<file path="config.mk">
export PLATFORM = sky130hd
export DESIGN_NAME = crc_parallel
export DESIGN_NICKNAME = d
export VERILOG_FILES = /design/src/rtl/crc_parallel.sv
export SDC_FILE = /design/constraint.sdc
export NUM_CORES = 1
export LEC_CHECK = 0
export BUFFER_PORTS_ARGS = -buffer_cell sky130_fd_sc_hd__buf_2
export CAP_MARGIN = 15
export CORE_ASPECT_RATIO = 1.1
export CORE_MARGIN = 4
export CORE_UTILIZATION = 54
export CTS_CLUSTER_DIAMETER = 60
export DETAILED_ROUTE_END_ITERATION = 7
export PLACE_DENSITY = 0.82
export SYNTH_ARGS = -nofsm -noshare
export SYNTH_HDL_FRONTEND = slang
export SYNTH_SLANG_ARGS = --single-unit
</file>
<file path="constraint.sdc">
create_clock -name clk -period 8.25 [get_ports clk]
set_input_delay 2.0625 -clock clk [delete_from_list [all_inputs] [get_ports clk]]
set_output_delay 2.0625 -clock clk [all_outputs]
set_load 0.02 [all_outputs]
</file>
<file path="src/rtl/crc_parallel.sv">
// Runtime-programmable CRC engine: one DWIDTH-bit word per request, folded through
// an unrolled MSB-first per-bit chain in a single clock, result registered on the next edge.
module crc_parallel #(
    parameter int CRC_GPW_MAX = 8,
    parameter int DWIDTH      = 16
) (
    input  logic                   clk,
    input  logic                   rstN,
    input  logic                   ctrlEn,
    input  logic [DWIDTH-1:0]      dataIn,
    input  logic [CRC_GPW_MAX-1:0] GenPoly,
    output logic [CRC_GPW_MAX-1:0] crcSeq,
    output logic                   crcReady
);

    localparam int TMP_WIDTH = DWIDTH * CRC_GPW_MAX;

    typedef enum logic {
        IDLE,
        CALC
    } stateType;

    stateType                 state;
    logic [DWIDTH-1:0]        dataReg;
    logic [CRC_GPW_MAX-1:0]   polyReg;
    logic [TMP_WIDTH-1:0]     stageBus;
    logic [CRC_GPW_MAX-1:0]   crcRun;
    logic                     fb;
    logic [CRC_GPW_MAX-1:0]   crcNext;

    // Stage k's remainder lands in stageBus[k*W +: W]; the last slice is the result.
    always_comb begin
        // NOTE: blocking assignments here chain each stage into the next within one
        // evaluation; every variable gets a default first so no latch is inferred.
        stageBus = '0;
        crcRun   = '0;
        fb       = 1'b0;
        for (int k = 0; k < DWIDTH; k++) begin
            fb     = crcRun[CRC_GPW_MAX-1] ^ dataReg[DWIDTH-1-k];
            crcRun = {crcRun[CRC_GPW_MAX-2:0], 1'b0} ^ (fb ? polyReg : '0);
            stageBus[k*CRC_GPW_MAX +: CRC_GPW_MAX] = crcRun;
        end
    end

    assign crcNext = stageBus[TMP_WIDTH-1 -: CRC_GPW_MAX];

    // Operands are captured only on the IDLE->CALC edge, so input churn during CALC is harmless.
    always_ff @(posedge clk or negedge rstN) begin
        if (!rstN) begin
            state    <= IDLE;
            dataReg  <= '0;
            polyReg  <= '0;
            crcSeq   <= '0;
            crcReady <= 1'b1;
        end else begin
            case (state)
                IDLE: begin
                    if (ctrlEn) begin
                        dataReg  <= dataIn;
                        polyReg  <= GenPoly;
                        crcReady <= 1'b0;
                        state    <= CALC;
                    end
                end
                CALC: begin
                    crcSeq   <= crcNext;
                    crcReady <= 1'b1;
                    state    <= IDLE;
                end
            endcase
        end
    end

endmodule

</file>
==> metrics.md <==
| Metric | Value |
|---|---|
| DR vias | roughly 6000 |
| DR pass1 iterations | 6 |
| Cts-stage hold buffer count | 0 |
| Die width | between 100 and 150 um |
| Mapped Avg Cell Area | between 7 and 8 um2 |
| Top cell by count, worst path | xor2_1 |
| 1st-iter DRT viols | 701 |
| Xor and xnor area share after synthesis | 0.156 |
| Simple-Gate Fraction of Synth Area | 0.227 |
| Critical Path Sink | crcSeq[3] |
| Worst path max stage delay | roughly 0.8 ns |
| Register area share after synthesis | 0.152 |
| Dpl hpwl | between 10000 and 15000 um |
| Buffers on Ports | 35 |
| Row cnt | 38 |
| Worst EP arrival | approximately 8 ns |
| Asr flop ratio synth | 1.00 |
| Initial Util | 0.561 |
| Hold Path Class | register to register |
| H-Tree Level Count | 2 |
| Reg2reg path depth | 22 |
| Tcrit/Tclk final | 0.951 |
| RR Startpoint | polyReg[5] |
| Antenna diode count | 0 |
| Area Overhead vs Synth | 7.60% |
| Num CTS Buffers | 5 |
| Vias in the first global route | between 5000 and 6000 |
| Die area | 12100 um2 |
| Adder-Cell Fraction of Synth Area | 0 |
| Endpoints failing setup | 0 |
| Final cell count without fillers | approximately 870 |
| Max Cap Viol | 0 |
| Buf/Inv on CP | 1 |
| Setup_tns | 0 ns |
| Synth top area cells | dfrtp_1, xnor2_1, nand2_1, mux2_2, a21oi_1 |
| GR Overflow Total | 0 |
| Skew-Pair Late Insertion Delay | 0.30 ns |
| Layout cells sized above 1 | 0.193 |
| Clk_skew | approximately 0.011 ns |
| CTS tree | yes |
| Nets@finish | approximately 770 |
| Crit. End Element | register |
| Synth warnings | 0 |
| Crit start category | register |
| Per-cell routed wire length | 21.3 um |
| Crit path max-delay family | compound AO/OA/AOI/OAI gates |
| Slew @ Worst Pin | around 0.72 ns |
| Drt drc | 0 |
| Critical path depth | 22 |
| GP Congestion | 0.990 |
| Rel. slew slack | 0.506 |
| Final wirelength | 18400 um |
| CTS root buf | clkbuf_8 |
| Crit Path Category | register to register |
| Number of vias per cell | 7.03 |
| Final hold vios | 0 |
| Fmax | 0.127 GHz |
| Data required, critical path | 8.42 ns |
| Crit Path Max Fanout | 16 |
| Top FF cell, synth | dfrtp_1 |
| IO Pins | 36 |
| Post-Syn Nets | 760 |
| Worst path cell trace | and3b_1, o211a_4, nor3_2, o211ai_1, a21boi_0, o311ai_1, xor2_1, nor3_1, nor2_1, xnor2_4, buf_4, a221oi_1, a31oi_1, o21ai_0, xor2_1, or3_1, a311o_1, a32o_1, a221o_1, a222oi_1, xnor3_1, mux2_4 |
| Post-synth top area share | 0.148 |
| Commonest non-fill, non-tap cell in the layout | nand2_1 |
| Most frequent cells in the layout | nand2_1, xnor2_1, o21ai_0, a21oi_1, nor2_1 |
| Synthesis-stage register bit count | 34 |
| Wire length of the first global-routing pass | 29600 um |
| Fillers | between 800 and 900 |
| Synth unique cells | 87 |
| Initial antenna violation count | 0 |
| CTS sink cnt | 34 |
| Largest net degree at the start of global routing | 35 |
| Clock slew at reported path FFs | 0.06 ns |
| Minimum clock period after layout | between 7 and 8 ns |
| GRT Total Usage | 0.303 |
| RSZ-0062 raised after global routing | false |
| Routed Antenna Nets | 0 |
| Critical-path top delay cell | dfrtp_1 |
| Number of enable flip-flop cells after synthesis | 0 |
| DIE HEIGHT | around 110 um |
| Cell total after placement | between 800 and 900 |
| Status | finished clean |
| Setup crit start | polyReg[5] |
| Post-Syn Area | ~5600 um2 |
| Largest family of logic cells by synthesized area | compound AO/OA/AOI/OAI gates |
| Area leader, netlist | dfrtp_1 |
| CTS Buffer Depth | 2 |
| Synth Area in Compound Gates | 0.334 |
| Reg-to-Reg End | crcSeq[3] |
| Pins Over Slew Limit | 0 |
| Total core area | between 9000 and 10000 um2 |
| Worst hold slack | 0.467 ns |
| Post-Synthesis Cells | about 730 |
| Mux contribution to synthesized area | 0.0673 |
| Reg2Reg Setup Slack | 0.41 ns |
[cell usage after synthesis (all sizes together) (6+ instances only)]
library cell / count
a31oi: 17
nor4: 6
nand2: 84
nor2: 39
o21ai: 44
a211oi: 20
xnor3: 8
nand2b: 7
a21boi: 8
buf: 24
a32oi: 6
a21oi: 41
o211ai: 14
clkbuf: 42
and2: 9
inv: 12
nand3: 21
nor2b: 10
a211o: 9
o311ai: 6
and3: 10
o31ai: 6
dfrtp: 33
a31o: 9
mux2: 23
o22ai: 6
a22oi: 6
a21o: 8
o21a: 8
mux2i: 11
nand4: 15
nor3: 21
xnor2: 52
xor2: 22
[logic make-up (layout without fill, tap and decap cells)]
group                  Yosys count  count (layout)
AO/OA/AOI/OAI                  255             255
multiplexers                    34              34
AND/OR/NAND/NOR                249             249
buffers and inverters           79              93
flip-flops                      34              34
XOR/XNOR                        82              82
[sequential cells by signal, indices dropped and copies added (netlist names)]
| name | cells |
|---|---|
| crcReady | 1 |
| dataReg | 16 |
| polyReg | 8 |
| crcSeq | 8 |
| state | 1 |
[what timing repair did]
action / in CTS / in global routing
setup buffers: 0 / 0
resized for setup: 0 / 3
endpoints found under the setup margin: 0 / 8
[cell type report]
cell class,count,area (um2),area share
multi-input cells,620,4420,0.734
flip-flops and latches,34,853,0.142
repair buffers,72,453,0.0752
well taps,120,150,0.0249
clock buffers,6,82.6,0.0137
inverters,13,48.8,0.00810
clock inverters,2,12.5,0.00208
[layer usage]
metal  wire length [um]  global-route usage  vias to the layer above
li1                   -                   -                     2786
met1               7200               0.378                     2795
met2               8380               0.496                      424
met3               1870              0.0550                       90
met4                998               0.172                        0
met5                  0                   0                        -
[worst min-delay path by stage]
stage | start | to | cells after the start
after global routing | crcReady | crcReady | 2
after global placement | crcReady | crcReady | 2
after detailed placement | crcReady | crcReady | 2
final | crcReady | crcReady | 2
after floorplan | crcReady | crcReady | 2
after CTS | crcReady | crcReady | 2
[per-stage QoR]
stage,setup WS [ns],util,cell area [um2]
after floorplan,1.72,-,5600
after global placement,0.624,0.591,5900
after detailed placement,0.428,0.591,5900
after CTS,0.400,0.601,6000
after global routing,0.0446,0.603,6020
final,0.406,0.603,6020
[worst min-delay path, stage by stage (launching register included)]
cell	delay (ns)
dfstp_2	0.37
inv_1	0.04
o21ai_0	0.06
Power is not shown: default switching activity piles up to over one toggle a cycle in this logic, so the estimate is an artifact.
